$ cat src/rtl/display_timing_multi_pkg.sv
// display_timing_pkg
// Shared types and the video mode table for the runtime-selectable display
// timing generator. derive() turns a table entry into the signed counter
// constants used by both the timing core and the mode ROM.
// Ports: none (package).
package display_timing_pkg;

  typedef enum logic [1:0] {
    MODE_640x480  = 2'd0,
    MODE_800x600  = 2'd1,
    MODE_1024x768 = 2'd2,
    MODE_1280x720 = 2'd3
  } mode_t;

  typedef struct packed {
    logic [11:0] h_res;
    logic [11:0] h_fp;
    logic [11:0] h_sync;
    logic [11:0] h_bp;
    logic [11:0] v_res;
    logic [11:0] v_fp;
    logic [11:0] v_sync;
    logic [11:0] v_bp;
    logic        h_pol;   // 1 = sync pulse is high
    logic        v_pol;
  } timing_t;

  localparam timing_t MODE_TABLE [0:3] = '{
    '{12'd640,  12'd16,  12'd96,  12'd48,  12'd480, 12'd10, 12'd2, 12'd33, 1'b0, 1'b0},
    '{12'd800,  12'd40,  12'd128, 12'd88,  12'd600, 12'd1,  12'd4, 12'd23, 1'b1, 1'b1},
    '{12'd1024, 12'd24,  12'd136, 12'd160, 12'd768, 12'd3,  12'd6, 12'd29, 1'b0, 1'b0},
    '{12'd1280, 12'd110, 12'd40,  12'd220, 12'd720, 12'd5,  12'd5, 12'd20, 1'b1, 1'b1}
  };

  // Counter constants; blanking sits at negative coordinates so that the
  // visible area starts at (0,0).
  typedef struct packed {
    int   h_sta;
    int   hs_sta;
    int   hs_end;
    int   ha_end;
    int   v_sta;
    int   vs_sta;
    int   vs_end;
    int   va_end;
    logic h_pol;
    logic v_pol;
  } derived_t;

  function automatic derived_t derive(mode_t m);
    timing_t  t;
    derived_t d;
    int       hb;
    int       vb;
    t        = MODE_TABLE[m];
    hb       = int'(t.h_fp) + int'(t.h_sync) + int'(t.h_bp);
    vb       = int'(t.v_fp) + int'(t.v_sync) + int'(t.v_bp);
    d.h_sta  = -hb;
    d.hs_sta = -hb + int'(t.h_fp);
    d.hs_end = -hb + int'(t.h_fp) + int'(t.h_sync);
    d.ha_end = int'(t.h_res) - 1;
    d.v_sta  = -vb;
    d.vs_sta = -vb + int'(t.v_fp);
    d.vs_end = -vb + int'(t.v_fp) + int'(t.v_sync);
    d.va_end = int'(t.v_res) - 1;
    d.h_pol  = t.h_pol;
    d.v_pol  = t.v_pol;
    return d;
  endfunction

endpackage

$ cat src/rtl/display_timing_multi_if.sv
// display_timing_multi_if
// Mode-change handshake between a controller (master) and the timing
// generator (slave).
//   mode_req  : one-cycle request, mode_sel sampled with it
//   mode_sel  : requested mode
//   mode_ack  : one-cycle pulse when the new mode is in effect
//   mode_busy : a request is pending
//   mode_cur  : mode currently driving timing
interface display_timing_multi_if;
  logic       mode_req;
  logic [1:0] mode_sel;
  logic       mode_ack;
  logic       mode_busy;
  logic [1:0] mode_cur;

  modport master (output mode_req, mode_sel, input mode_ack, mode_busy, mode_cur);
  modport slave  (input mode_req, mode_sel, output mode_ack, mode_busy, mode_cur);
endinterface

$ cat src/rtl/display_timing_multi_rom.sv
// display_mode_rom
// Combinational lookup: mode -> signed counter constants and sync polarities.
//   mode                          : selected mode
//   h_sta/hs_sta/hs_end/ha_end    : horizontal start, sync start/end, last active
//   v_sta/vs_sta/vs_end/va_end    : vertical equivalents
//   h_pol/v_pol                   : sync active level
module display_mode_rom
  import display_timing_pkg::*;
#(
  parameter int CORDW = 12
) (
  input  mode_t                   mode,
  output logic signed [CORDW-1:0] h_sta,
  output logic signed [CORDW-1:0] hs_sta,
  output logic signed [CORDW-1:0] hs_end,
  output logic signed [CORDW-1:0] ha_end,
  output logic signed [CORDW-1:0] v_sta,
  output logic signed [CORDW-1:0] vs_sta,
  output logic signed [CORDW-1:0] vs_end,
  output logic signed [CORDW-1:0] va_end,
  output logic                    h_pol,
  output logic                    v_pol
);
  derived_t d;

  assign d      = derive(mode);
  assign h_sta  = CORDW'(d.h_sta);
  assign hs_sta = CORDW'(d.hs_sta);
  assign hs_end = CORDW'(d.hs_end);
  assign ha_end = CORDW'(d.ha_end);
  assign v_sta  = CORDW'(d.v_sta);
  assign vs_sta = CORDW'(d.vs_sta);
  assign vs_end = CORDW'(d.vs_end);
  assign va_end = CORDW'(d.va_end);
  assign h_pol  = d.h_pol;
  assign v_pol  = d.v_pol;
endmodule

$ cat src/rtl/display_timing_multi.sv
// display_timing_multi
// Runtime-selectable video timing generator with a four-entry mode table.
// Mode changes are requested over the handshake interface and applied only at
// a frame boundary, so every frame is produced entirely in one mode.
//   clk_pix, rst_pix_n : pixel clock, asynchronous active-low reset
//   mif (slave)        : mode_req/mode_sel in, mode_ack/mode_busy/mode_cur out
//   hsync, vsync       : syncs with per-mode polarity
//   de, frame, line    : data enable, start-of-frame and start-of-line strobes
//   sx, sy             : signed screen coordinates (blanking is negative)
//   frame_cnt          : frame counter, only when DISPLAY_FRAME_CNT_EN is
//                        defined; otherwise tied to zero
module display_timing_multi
  import display_timing_pkg::*;
#(
  parameter int         CORDW    = 12,
  parameter logic [1:0] MODE_RST = 2'd2,
  parameter int         FCW      = 16
) (
  input  logic                    clk_pix,
  input  logic                    rst_pix_n,
  display_timing_multi_if.slave   mif,
  output logic                    hsync,
  output logic                    vsync,
  output logic                    de,
  output logic                    frame,
  output logic                    line,
  output logic signed [CORDW-1:0] sx,
  output logic signed [CORDW-1:0] sy,
  output logic [FCW-1:0]          frame_cnt
);
  localparam logic [0:0] ST_IDLE = 1'b0;
  localparam logic [0:0] ST_PEND = 1'b1;

  localparam derived_t RST_D = derive(mode_t'(MODE_RST));
  localparam logic signed [CORDW-1:0] RST_HSTA = CORDW'(RST_D.h_sta);
  localparam logic signed [CORDW-1:0] RST_VSTA = CORDW'(RST_D.v_sta);

  logic [0:0]              state;
  mode_t                   mode_cur_q;
  mode_t                   pend_mode;
  logic signed [CORDW-1:0] x_p0;
  logic signed [CORDW-1:0] y_p0;
  logic                    sw_p0;

  logic signed [CORDW-1:0] c_h_sta, c_hs_sta, c_hs_end, c_ha_end;
  logic signed [CORDW-1:0] c_v_sta, c_vs_sta, c_vs_end, c_va_end;
  logic                    c_h_pol, c_v_pol;
  logic signed [CORDW-1:0] n_h_sta, n_hs_sta, n_hs_end, n_ha_end;
  logic signed [CORDW-1:0] n_v_sta, n_vs_sta, n_vs_end, n_va_end;
  logic                    n_h_pol, n_v_pol;
  logic                    unused_pend_consts;

  logic eol;
  logic eof;
  logic do_switch;

  display_mode_rom #(.CORDW(CORDW)) u_rom_cur (
    .mode   (mode_cur_q),
    .h_sta  (c_h_sta),  .hs_sta (c_hs_sta), .hs_end (c_hs_end), .ha_end (c_ha_end),
    .v_sta  (c_v_sta),  .vs_sta (c_vs_sta), .vs_end (c_vs_end), .va_end (c_va_end),
    .h_pol  (c_h_pol),  .v_pol  (c_v_pol)
  );

  // Only the start positions of the pending mode are needed: they seed the
  // counters on the switch edge; everything else follows from mode_cur.
  display_mode_rom #(.CORDW(CORDW)) u_rom_pend (
    .mode   (pend_mode),
    .h_sta  (n_h_sta),  .hs_sta (n_hs_sta), .hs_end (n_hs_end), .ha_end (n_ha_end),
    .v_sta  (n_v_sta),  .vs_sta (n_vs_sta), .vs_end (n_vs_end), .va_end (n_va_end),
    .h_pol  (n_h_pol),  .v_pol  (n_v_pol)
  );

  assign unused_pend_consts = &{1'b0, n_hs_sta, n_hs_end, n_ha_end,
                                n_vs_sta, n_vs_end, n_va_end, n_h_pol, n_v_pol};

  assign eol       = (x_p0 == c_ha_end);
  assign eof       = eol && (y_p0 == c_va_end);
  assign do_switch = eof && (state == ST_PEND);

  assign mif.mode_busy = (state == ST_PEND);
  assign mif.mode_cur  = mode_cur_q;

  always_ff @(posedge clk_pix or negedge rst_pix_n) begin
    if (!rst_pix_n) begin
      state        <= ST_IDLE;
      pend_mode    <= mode_t'(MODE_RST);
      mode_cur_q   <= mode_t'(MODE_RST);
      x_p0         <= RST_HSTA;
      y_p0         <= RST_VSTA;
      sw_p0        <= 1'b0;
      sx           <= RST_HSTA;
      sy           <= RST_VSTA;
      de           <= 1'b0;
      frame        <= 1'b0;
      line         <= 1'b0;
      hsync        <= ~RST_D.h_pol;
      vsync        <= ~RST_D.v_pol;
      mif.mode_ack <= 1'b0;
    end else begin
      // ---- stage p0: position counters and mode switch ----
      sw_p0 <= do_switch;
      if (do_switch) begin
        // pend_mode here is the value before this edge, so a request landing
        // in the boundary cycle only affects the next frame.
        mode_cur_q <= pend_mode;
        x_p0       <= n_h_sta;
        y_p0       <= n_v_sta;
      end else if (eol) begin
        x_p0 <= c_h_sta;
        y_p0 <= eof ? c_v_sta : y_p0 + 1'b1;
      end else begin
        x_p0 <= x_p0 + 1'b1;
      end

      if (mif.mode_req) begin
        pend_mode <= mode_t'(mif.mode_sel);
        state     <= ST_PEND;
      end else if (do_switch) begin
        state <= ST_IDLE;
      end

      // ---- stage p1: registered video outputs ----
      sx           <= x_p0;
      sy           <= y_p0;
      de           <= !x_p0[CORDW-1] && !y_p0[CORDW-1];
      frame        <= (x_p0 == c_h_sta) && (y_p0 == c_v_sta);
      line         <= (x_p0 == c_h_sta);
      hsync        <= (x_p0 > c_hs_sta && x_p0 <= c_hs_end) ? c_h_pol : ~c_h_pol;
      vsync        <= (y_p0 > c_vs_sta && y_p0 <= c_vs_end) ? c_v_pol : ~c_v_pol;
      mif.mode_ack <= sw_p0;
    end
  end

`ifdef DISPLAY_FRAME_CNT_EN
  always_ff @(posedge clk_pix or negedge rst_pix_n) begin
    if (!rst_pix_n) begin
      frame_cnt <= '0;
    end else if (frame) begin
      frame_cnt <= frame_cnt + 1'b1;
    end
  end
`else
  assign frame_cnt = '0;
`endif

endmodule

$ cat src/flat_wrapper.sv
// flat-port wrapper written by rule: the top's interface ports become plain ports
module display_timing_multi_flat import display_timing_pkg::*;
#(
  parameter int         CORDW    = 12,
  parameter logic [1:0] MODE_RST = 2'd2,
  parameter int         FCW      = 16
)
  (clk_pix, rst_pix_n, hsync, vsync, de, frame, line, sx, sy, frame_cnt, mif_mode_req, mif_mode_sel, mif_mode_ack, mif_mode_busy, mif_mode_cur);
  display_timing_multi_if mif_i ();
  input  logic clk_pix;
  input  logic rst_pix_n;
  output logic hsync;
  output logic vsync;
  output logic de;
  output logic frame;
  output logic line;
  output logic signed [CORDW-1:0] sx;
  output logic signed [CORDW-1:0] sy;
  output logic [FCW-1:0] frame_cnt;
  input wire logic [$bits(mif_i.mode_req)-1:0] mif_mode_req;
  input wire logic [$bits(mif_i.mode_sel)-1:0] mif_mode_sel;
  output wire logic [$bits(mif_i.mode_ack)-1:0] mif_mode_ack;
  output wire logic [$bits(mif_i.mode_busy)-1:0] mif_mode_busy;
  output wire logic [$bits(mif_i.mode_cur)-1:0] mif_mode_cur;
  assign mif_i.mode_req = mif_mode_req;
  assign mif_i.mode_sel = mif_mode_sel;
  assign mif_mode_ack = mif_i.mode_ack;
  assign mif_mode_busy = mif_i.mode_busy;
  assign mif_mode_cur = mif_i.mode_cur;
  display_timing_multi #(.CORDW(CORDW), .MODE_RST(MODE_RST), .FCW(FCW)) u_core (.clk_pix(clk_pix), .rst_pix_n(rst_pix_n), .mif(mif_i), .hsync(hsync), .vsync(vsync), .de(de), .frame(frame), .line(line), .sx(sx), .sy(sy), .frame_cnt(frame_cnt));
endmodule
$ cat config.mk
export PLATFORM = sky130hd
export DESIGN_NAME = display_timing_multi_flat
export DESIGN_NICKNAME = d
export VERILOG_FILES = /design/src/rtl/display_timing_multi_pkg.sv /design/src/rtl/display_timing_multi_if.sv /design/src/rtl/display_timing_multi_rom.sv /design/src/rtl/display_timing_multi.sv /design/src/flat_wrapper.sv
export SDC_FILE = /design/constraint.sdc
export NUM_CORES = 1
export LEC_CHECK = 0
export ABC_AREA = 1
export ABC_CLOCK_PERIOD_IN_PS = 8500
export BUFFER_PORTS_ARGS = -buffer_cell sky130_fd_sc_hd__buf_2
export CORE_MARGIN = 4
export CORE_UTILIZATION = 55
export CTS_CLUSTER_DIAMETER = 50
export CTS_CLUSTER_SIZE = 14
export DETAILED_ROUTE_END_ITERATION = 8
export GPL_TIMING_DRIVEN = 0
export PLACE_DENSITY = 0.75
export SLEW_MARGIN = 20
export SYNTH_ARGS = -nofsm -noshare
export SYNTH_HDL_FRONTEND = slang
export SYNTH_SLANG_ARGS = --single-unit
$ cat constraint.sdc
create_clock -name clk_pix -period 8.5 [get_ports clk_pix]
set_input_delay 1.275 -clock clk_pix [delete_from_list [all_inputs] [get_ports clk_pix]]
set_output_delay 1.275 -clock clk_pix [all_outputs]
set_load 0.01 [all_outputs]
; ---- Word-level counts from Yosys, hierarchy flattened
; Index checks and enable logic that the tools add are counted.
[word_totals]
register_bits = 60
in_bits = 5
out_inout_bits = 49
word_cells = 73
[classes]
n_addsub = 20
order_cmp = 6
n_eq_ne = 4
n_mux = 15
bitwise_logic = 4
reduce_logical = 10
[ops]
columns = cell, count
row1 = binary-select mux 98 bit (select 2 bit), 2
row2 = two-way mux 98 bit, 2
row3 = two-way mux 86 bit, 2
row4 = adder 12 bit, 12
row5 = two-way mux 12 bit, 5
row6 = == test 12 bit, 4
row7 = negator 12 bit, 4
row8 = "adder 12 x 1 -> 12 bit, second input constant", 2
row9 = greater-than comparator 12 bit, 2
row10 = less-or-equal comparator 12 bit, 2
row11 = "subtractor 12 x 1 -> 12 bit, second input constant", 2
row12 = "greater-or-equal comparator 3 bit, second input constant", 2
row13 = logical AND 1 bit, 6
row14 = inverter 2 -> 3 bit, 2
row15 = two-way mux 1 bit, 4
row16 = nonzero test 2 bit, 2
row17 = zero test 1 bit, 2
row18 = inverter 1 bit, 2

; ---- Longest topological paths before layout
; Gate-level depths: netlist (run 1).
[logic_depth]
word_depth = 12
mapped_depth = 27
ltp_nobuf = 26

; ---- Cells and area by module
; From an unflattened synthesis (run 1), not the netlist that was laid out.
[hier_totals]
hier_cells = 1146
area_unflattened_um2 = 7763.7
[by_module_without_submodules]
columns = mod, n_inst, cells_each, area_each_um2, seq_area_each_um2
row1 = display_timing_multi, 1, 679, 4983.5, 1541.5
row2 = display_mode_rom at u_core.u_rom_cur, 1, 234, 1392.6, 0.0
row3 = display_mode_rom at u_core.u_rom_pend, 1, 233, 1387.6, 0.0

; ---- Least setup slack after synthesis (run 1)
; Ideal clock, no wire load.
[synth_path]
kind = flip-flop to flip-flop
start = reg u_core.mode_cur_q[0], in the netlist u_core.mif.mode_cur[0]
end = reg u_core.vsync
setup_ns = 0.077
arrival_time_ns = 3.494
required_ns = 8.423
path_slack_ns = 4.929
path_stages_with_launch = 26
path_buffers = 0
synth_period_minus_slack_ns = 3.571
cell_sequence = dfrtp_1 -> inv_1 -> ha_1 -> inv_1 -> ha_1 -> nand2_4 -> o21ai_2 -> a21oi_2 -> nand2_1 -> nand2_1 -> nand2_1 -> nand2_1 -> or2_4 -> nand2_1 -> nor2_1 -> nand4_1 -> xor2_1 -> ha_1 -> nand2_1 -> o21ai_0 -> nand2_1 -> a31o_2 -> nand3_1 -> nand3_1 -> nand2_1 -> nand2_1
[synth_between]
elab_chain_len = 12
word_cells_on_any_way = 14
classes_between = add/sub (5) / order compare (2) / mux (4) / bitwise (2) / reduce/logical (1)
[synth_rtl]
columns = item, line_no
row1 = "start, declared", display_timing_multi.sv:39  ; mode_t mode_cur_q;
row2 = "start signal, assigned", display_timing_multi.sv:87  ; mode_cur_q <= mode_t'(MODE_RST);
row3 = "start signal, assigned", display_timing_multi.sv:105  ; mode_cur_q <= pend_mode;
row4 = inverter 2 -> 3 bit (implied by the code) *, display_timing_multi_pkg.sv:55  ; t = MODE_TABLE[m];
row5 = binary-select mux 98 bit (select 2 bit) *, display_timing_multi_pkg.sv:55
row6 = two-way mux 98 bit (implied by the code) * (2 in series), display_timing_multi_pkg.sv:55
row7 = adder 12 bit (2 in series), display_timing_multi_pkg.sv:57  ; vb = int'(t.v_fp) + int'(t.v_sync) + int'(t.v_bp);
row8 = negator 12 bit, "display_timing_multi_pkg.sv:63, display_timing_multi_pkg.sv:64"
row9 = adder 12 bit, "display_timing_multi_pkg.sv:63, display_timing_multi_pkg.sv:64"
row10 = adder 12 bit, display_timing_multi_pkg.sv:64  ; d.vs_end = -vb + int'(t.v_fp) + int'(t.v_sync);
row11 = less-or-equal comparator 12 bit, display_timing_multi.sv:129  ; vsync <= (y_p0 > c_vs_sta && y_p0 <= c_vs_end) ? c_v_pol : ~c_v_pol;
row12 = logical AND 1 bit, display_timing_multi.sv:129
row13 = two-way mux 1 bit *, display_timing_multi.sv:129
row14 = "end signal, assigned", display_timing_multi.sv:97  ; vsync <= ~RST_D.v_pol;
row15 = "end signal, assigned", display_timing_multi.sv:129
row16 = "end, declared", display_timing_multi.sv:23  ; output logic vsync,
; Every way passes the cells marked *; elsewhere a longest branch is shown, timed or not. The select of a mux whose other input is x is not followed.
; A chain may end at the register's enable or synchronous reset.

; ---- Worst setup path in the final report (run 1)
; Same ends and word-level chain as after synthesis.

==> summary.md, run 1 <==
| Metric | Value |
|---|---|
| Peak VDD IR | `roughly 97 µV` |
| Placer Congestion | `0.950` |
| DP HPWL | `11,500 µm` |
| # clock sinks | `60` |
| FP Rows | `35` |
| IO Pins | `between 50 and 60` |
| Core box area | `roughly 9400 µm²` |
| Pleak | `around 0.0031 µW` |
| Share of the synthesized area in the top cell type | `about 16%` |
| Final min period | `between 4 and 5 ns` |
| Leading cell type in the layout, fill and taps excluded | `nand2_1` |
| Synth-to-Final Area Change | `10.8%` |
| First-pass GRT wire length | `about 25,000 µm` |
| Critical path arrival | `approximately 4.9 ns` |
| RSZ-0062 raised after global routing | `no` |
| R2R Path End | `u_core.vsync$_DFF_PN1_` |
| Drt wl/cell | `~17 µm` |
| Critical path class | `register to register` |
| #FFs+latches synth | `60` |
| Clk root buf | `clkbuf_8` |
| Yosys top cell by area | `ha_1` |
| R2r worst-path depth | `25` |
| HP Start | `u_core.sw_p0$_DFF_PN0_` |
| Die height | `around 110 µm` |
| Post-CTS Setup Inserts | `0` |
| Mapped Area | `5400 µm²` |
| H-tree depth | `3` |
| Layout cells sized above 1 | `a little over a fifth` |
| GR Util All Layers | `27.6%` |
| Initial antenna violation count | `0` |
| Vias in the first global route | `4,832` |
| Fmax | `219 MHz` |
| GRT overflow | `0` |
| Min-Delay Endpoint | `u_core.mif.mode_ack$_DFF_PN0_` |
| Startpoint Class | `register` |
| Yosys cell types | `59` |
| DRT iter0 DRCs | `527` |
| Port Buffers | `37` |
| Pwr dens | `approximately 94 nW/µm²` |
| Routed vias | `a little over 5k` |
| Largest net degree at the start of global routing | `approximately 60` |
| Slew Limit Fails | `0` |
| Cell count after synthesis | `700` |
| TritonRoute pass-1 iters | `5` |
| EDFF count, synth | `0` |
| Crit. End Element | `register` |
| Initial Util | `between 50 and 60%` |
| Count of final hold-check violations | `0` |
| Placed cell areas | `5810 µm²` |
| Slew HR | `around half` |
| Syn avg cell area | `roughly 7.7 µm²` |
| Worst Path Max Fanout | `14` |
| Hold Path Depth | `0` |
| Outcome | `finished clean` |
| Yosys warns | `0` |
| ANT nets after route | `0` |
| Worst slew pin tran | `approximately 0.75 ns` |
| Finished Cell Area | `5980 µm²` |
| Final Cycle Share | `about 54%` |
| Post_cts resized | `0` |
| Cts bufs inserted | `9` |
| Asr flop ratio synth | `100%` |
| Setup TNS Final | `0 ns` |
| Vias per cell | `approximately 5.8` |
| Setup violations, final | `0` |
| Hold-fix buffers, CTS | `0` |
| Critical path required time | `between 8 and 9 ns` |
| Hold WC Path Type | `register to register` |
| Antenna Cells | `0` |
| R2R setup slack | `between 3 and 4 ns` |
| Clk Latency, worst-skew pair | `approximately 0.35 ns` |
| Top cells by area, synth | `ha_1, dfstp_2, dfrtp_1` |
| Die area | `about 11,000 µm²` |
| CTS tree | `yes` |
| Reg clk slew, reported paths | `0.08 ns` |
| Detailed Route WL | `15,200 µm` |
| Commonest cells after routing, fill and taps aside | `nand2_1, inv_1, ha_1` |
| Clk buf depth | `2` |
| Seq/Total Area, Yosys | `approximately 29%` |
| # DRC | `0` |
| Most used DFF post-synth | `dfstp_2` |
| Worst r2r src | `u_core.mif.mode_cur[0]$_DFFE_PN0P_` |
| Max Cap Viol | `0` |
| Post-route clock skew | `between 0.01 and 0.015 ns` |
| Final Net Count | `838` |
| Die Width | `approximately 110 µm` |
==> layer usage <==
layer	global-route usage, %	wire, µm	part of all wire, %
met5	0	0	0
met2	43.2	6940	46
met1	39.0	6600	43
met4	9.13	289	1.9
met3	4.21	1380	9.1
==> stage by stage <==
stage               hold slack (ns)  instances  total power, µW  setup slack [ns]  util (%)
CTS                           0.363        897              566              4.04      63.6
global placement              0.345        881              321              4.10      61.7
detailed placement            0.336        881              322              4.07      61.7
global route                  0.383        897              587              3.60      63.6
finish                        0.361        897              561              3.93      63.6
floorplan                     0.331        715              312              4.93         -
==> flip-flops by register name, summed over array words and instances (netlist names) <==
signal	cells
u_core.de	1
u_core.frame	1
u_core.hsync	1
u_core.line	1
u_core.mif.mode_ack	1
u_core.mif.mode_busy	1
u_core.mif.mode_cur	2
u_core.pend_mode	2
u_core.sw_p0	1
u_core.sx	12
u_core.sy	12
u_core.vsync	1
u_core.x_p0	12
u_core.y_p0	12
==> kinds of logic (layout without fill, tap and decap cells) <==
kind of cell    after synthesis  in the layout  synth area share, %
compound gates              104            104                 11.7
xor+xnor                     34             34                 5.65
fa+ha+maj                    70             70                 16.2
buf+inv                     120            173                 10.6
flops                        60             60                 28.5
other cells                   1             16               0.0694
simple gates                311            311                 27.2
==> critical path: stages, from the launching register on <==
cell,delay [ns]
dfrtp_1,0.61
inv_1,0.40
ha_1,0.60
inv_1,0.13
ha_1,0.24
nand2_4,0.09
o21ai_2,0.07
a21oi_2,0.16
nand2_1,0.07
nand2_1,0.08
nand2_1,0.06
nand2_1,0.08
or2_4,0.15
nand2_1,0.05
nor2_1,0.16
nand4_1,0.19
xor2_1,0.19
ha_1,0.29
nand2_1,0.07
o21ai_0,0.17
nand2_1,0.10
a31o_2,0.25
nand3_1,0.10
nand3_1,0.08
nand2_1,0.06
nand2_1,0.06
==> worst max path at each step <==
| stage | startpoint | endpoint | slack, ns |
|---|---|---|---|
| finish | u_core.mif.mode_cur[0]$_DFFE_PN0P_ | u_core.vsync$_DFF_PN1_ | 3.93 |
| detailed placement | u_core.mif.mode_cur[0]$_DFFE_PN0P_ | u_core.vsync$_DFF_PN1_ | 4.07 |
| CTS | u_core.mif.mode_cur[0]$_DFFE_PN0P_ | u_core.vsync$_DFF_PN1_ | 4.04 |
| global route | u_core.mif.mode_cur[0]$_DFFE_PN0P_ | u_core.vsync$_DFF_PN1_ | 3.60 |
| global placement | u_core.mif.mode_cur[0]$_DFFE_PN0P_ | u_core.vsync$_DFF_PN1_ | 4.10 |
| floorplan | u_core.mif.mode_cur[0]$_DFFE_PN0P_ | u_core.vsync$_DFF_PN1_ | 4.93 |
==> power breakdown <==
part	leakage [µW]	switching, µW	internal, µW
registers	0.000685	1.27	287
clock network	0.0000779	136	106
logic	0.00233	18.4	10.7
total	0.00310	156	404
==> synthesized netlist by cell type (7+ instances only) <==
cell and number:
nand2_1 149, inv_1 72, ha_1 70, nor2_1 56
nand3_1 41, dfstp_2 32, a21oi_1 31, o21ai_0 29
dfrtp_1 28, xor2_1 26, buf_4 21, inv_2 14
nand4_1 14, nor3_1 13, o21ai_1 10, nor2_2 8
xnor2_1 7
==> layout make-up <==
cell class | count | area [µm²]
Fill cell | 844 | 3430
Multi-Input combinational cell | 535 | 3350
Sequential cell | 60 | 1540
Inverter | 90 | 347
Buffer | 30 | 225
Timing Repair Buffer | 37 | 188
Tap cell | 129 | 161
Clock buffer | 9 | 124
Clock inverter | 7 | 52.6
Note: power is estimated with default switching activity, not from simulation.
==> inputs of run 2 (changes only) <==
--- a/config.mk
+++ b/config.mk
@@ -6,7 +6,7 @@
 export NUM_CORES = 1
 export LEC_CHECK = 0
 export ABC_AREA = 1
-export ABC_CLOCK_PERIOD_IN_PS = 8500
+export ABC_CLOCK_PERIOD_IN_PS = 3900
 export BUFFER_PORTS_ARGS = -buffer_cell sky130_fd_sc_hd__buf_2
 export CORE_MARGIN = 4
 export CORE_UTILIZATION = 55
@@ -14,7 +14,7 @@
 export CTS_CLUSTER_SIZE = 14
 export DETAILED_ROUTE_END_ITERATION = 8
 export GPL_TIMING_DRIVEN = 0
-export PLACE_DENSITY = 0.75
+export PLACE_DENSITY = 0.78
 export SLEW_MARGIN = 20
 export SYNTH_ARGS = -nofsm -noshare
 export SYNTH_HDL_FRONTEND = slang
==> constraint.sdc (replaced) <==
create_clock -name clk_pix -period 3.9 [get_ports clk_pix]
set_input_delay 0.585 -clock clk_pix [delete_from_list [all_inputs] [get_ports clk_pix]]
set_output_delay 0.585 -clock clk_pix [all_outputs]
set_load 0.01 [all_outputs]
==> run 2 against run 1 <==
Effect of this change:
- highest routed layer unchanged
- clock-buffer cell count is 1 higher
- first-iteration DRC count is 13% lower
- combinational power is 110% higher
==> summary.md, run 2 (same netlist as run 1, synthesis figures left out) <==
| Metric | Value |
|---|---|
| Largest net degree at the start of global routing | `61 (unchanged)` |
| Placer Congestion | `0.941 (was 0.950)` |
| Die Width | `107 µm (unchanged)` |
| Vias in the first global route | `4,902 (was 4,832)` |
| Cts bufs inserted | `9 (unchanged)` |
| Switch share | `24.5% (was 27.9%)` |
| Critical path class | `register to register (unchanged)` |
| Hold-fix buffers, CTS | `0 (unchanged)` |
| Sw Pwr | `327 µW (was 156 µW)` |
| Pleak | `0.00322 µW (was 0.00310 µW)` |
| DRT iter0 DRCs | `461 (was 527)` |
| Top cell by count, worst path | `nand2_1 (unchanged)` |
| Setup TNS Final | `0 ns (unchanged)` |
| IO Pins | `54 (unchanged)` |
| Pwr dens | `212 nW/µm² (was 93.7 nW/µm²)` |
| CP startpoint | `u_core.mif.mode_cur[1]$_DFFE_PN1P_ (was u_core.mif.mode_cur[0]$_DFFE_PN0P_)` |
| Outcome | `finished clean (unchanged)` |
| Fillers | `787 (was 844)` |
| H-tree depth | `3 (unchanged)` |
| Final min period | `3.77 ns (was 4.57 ns)` |
| Worst slew pin tran | `0.732 ns (was 0.746 ns)` |
| RSZ-0062 raised after global routing | `yes (was no)` |
| GR Util All Layers | `27.6% (about the same)` |
| Crit. End Element | `register (unchanged)` |
| Internal | `1010 µW (was 404 µW)` |
| Critical path required time | `4.19 ns (was 8.79 ns)` |
| Clk buf depth | `2 (unchanged)` |
| Core box area | `9420 µm² (unchanged)` |
| R2R setup slack | `0.13 ns (was 3.93 ns)` |
| Worst r2r src | `u_core.mif.mode_cur[1]$_DFFE_PN1P_ (was u_core.mif.mode_cur[0]$_DFFE_PN0P_)` |
| Clk Latency, worst-skew pair | `0.35 ns (about the same)` |
| Clk pwr share | `48.3% (was 43.3%)` |
| Hold WC Path Type | `primary input to async pin (was register to register)` |
| Reg power frac | `47.1% (was 51.5%)` |
| Port Buffers | `37 (unchanged)` |
| R2r worst-path depth | `27 (was 25)` |
| Slew Limit Fails | `0 (unchanged)` |
| Detailed Route WL | `15,600 µm (was 15,200 µm)` |
| Initial Util | `57.4% (unchanged)` |
| Vias per cell | `5.75 (was 5.76)` |
| Count of final hold-check violations | `0 (unchanged)` |
| Die height | `107 µm (unchanged)` |
| CTS tree | `yes (unchanged)` |
| Post-route clock skew | `0.00919 ns (was 0.0130 ns)` |
| CP bufs+invs | `4 (was 2)` |
| TritonRoute pass-1 iters | `8 (was 5)` |
| Drt wl/cell | `17.1 µm (was 17.0 µm)` |
| R2R Path End | `u_core.vsync$_DFF_PN1_ (unchanged)` |
| # DRC | `0 (unchanged)` |
| DP HPWL | `11,300 µm (was 11,500 µm)` |
| CP max-delay cell | `dfstp_2 (was dfrtp_1)` |
| FP Rows | `35 (unchanged)` |
| Synth-to-Final Area Change | `16.9% (was 10.8%)` |
| Top delay family on crit path | `simple AND/OR/NAND/NOR gates (unchanged)` |
| Final Net Count | `856 (was 838)` |
| # clock sinks | `60 (unchanged)` |
| Fmax | `265 MHz (was 219 MHz)` |
| Slew HR | `51.2% (was 50.3%)` |
| Leading cell type in the layout, fill and taps excluded | `nand2_1 (unchanged)` |
| Placed cell areas | `5810 µm² (unchanged)` |
| Peak VDD IR | `178 µV (was 97.0 µV)` |
| Die area | `11,500 µm² (unchanged)` |
| Layout cells sized above 1 | `26.3% (was 21.6%)` |
| Crit path depth | `27 (was 25)` |
| Final Cycle Share | `96.6% (was 53.8%)` |
| Antenna Cells | `0 (unchanged)` |
| First-pass GRT wire length | `24,900 µm (was 24,800 µm)` |
| GRT overflow | `0 (unchanged)` |
| Combinational power share | `4.7% (was 5.2%)` |
| Worst Path Max Fanout | `5 (was 14)` |
| Critical path arrival | `4.06 ns (was 4.86 ns)` |
| Commonest cells after routing, fill and taps aside | `nand2_1, inv_1, ha_1 (unchanged)` |
| Routed vias | `5,257 (was 5,165)` |
| Setup violations, final | `0 (unchanged)` |
| Reg clk slew, reported paths | `0.08 ns (about the same)` |
| Initial antenna violation count | `0 (unchanged)` |
| Finished Cell Area | `6320 µm² (was 5980 µm²)` |
| Critical Path End | `u_core.vsync$_DFF_PN1_ (unchanged)` |
| Startpoint Class | `register (unchanged)` |
| Clk root buf | `clkbuf_8 (unchanged)` |
| ANT nets after route | `0 (unchanged)` |
| CP peak stage delay | `0.58 ns (was 0.61 ns)` |
| Max Cap Viol | `0 (unchanged)` |
run 2: final cells by class:
class	instances	area [µm²]	area share, %
Buffer	30	225	3.57
Clock buffer	10	128	2.02
Clock inverter	6	88.8	1.41
Inverter	90	364	5.76
Multi-Input combinational cell	535	3480	55.2
Sequential cell	60	1540	24.4
Tap cell	129	161	2.55
Timing Repair Buffer	55	323	5.11
run 2: through the flow:
| stage | std cells | util [%] | setup WS [ns] | hold WS [ns] | power [µW] |
|---|---|---|---|---|---|
| finish | 915 | 67.1 | 0.133 | 0.269 | 1340 |
| floorplan | 715 | - | 0.329 | 0.289 | 680 |
| global placement | 881 | 61.7 | -0.514 | 0.344 | 700 |
| detailed placement | 881 | 61.7 | -0.622 | 0.359 | 702 |
| CTS | 904 | 64.7 | 0.0138 | 0.323 | 1340 |
| global route | 915 | 67.1 | -0.119 | 0.361 | 1380 |
run 2: timing repair:
item / 4_1_cts / 5_1_grt
gates resized for setup: 8 / 28
setup endpoints to repair: 2 / 2
cloned: 0 / 0
pin swaps: 1 / 12
buffers inserted: 7 / 11
run 2: how the worst min path moves through the flow:
stage                           startpoint                            end  slack [ns]  cells after the start
global placement    u_core.sw_p0$_DFF_PN0_  u_core.mif.mode_ack$_DFF_PN0_        0.34                      0
global route                     rst_pix_n            u_core.de$_DFF_PN0_        0.36                      1
detailed placement  u_core.sw_p0$_DFF_PN0_  u_core.mif.mode_ack$_DFF_PN0_        0.36                      0
floorplan                        rst_pix_n            u_core.de$_DFF_PN0_        0.29                      0
finish                           rst_pix_n            u_core.de$_DFF_PN0_        0.27                      1
CTS                              rst_pix_n            u_core.de$_DFF_PN0_        0.32                      1
run 2: worst register-to-register path, delay by kind of cell, from the launching register on:
kind,cells,cell delay [ns]
simple gates,17,1.54
fa+ha+maj,3,0.66
flops,1,0.58
buf+inv,4,0.55
compound gates,3,0.41
run 2: power groups by stage:
stage          sequential [µW]  clock (µW)  combinational, µW
6_report                   629         645               62.3
5_1_grt                    629         676               73.4
4_1_cts                    629         653               62.3
3_5_place_dp               640           0               62.0
3_3_place_gp               639           0               60.3
2_1_floorplan              639           0               41.5
run 2: layer usage:
metal | GRT usage (%) | wire length, µm | vias to the layer above
li1 | - | - | 2465
met1 | 38.2 | 6570 | 2441
met2 | 42.6 | 7060 | 305
met3 | 4.76 | 1530 | 46
met4 | 11.1 | 490 | 0
met5 | 0 | 0 | -
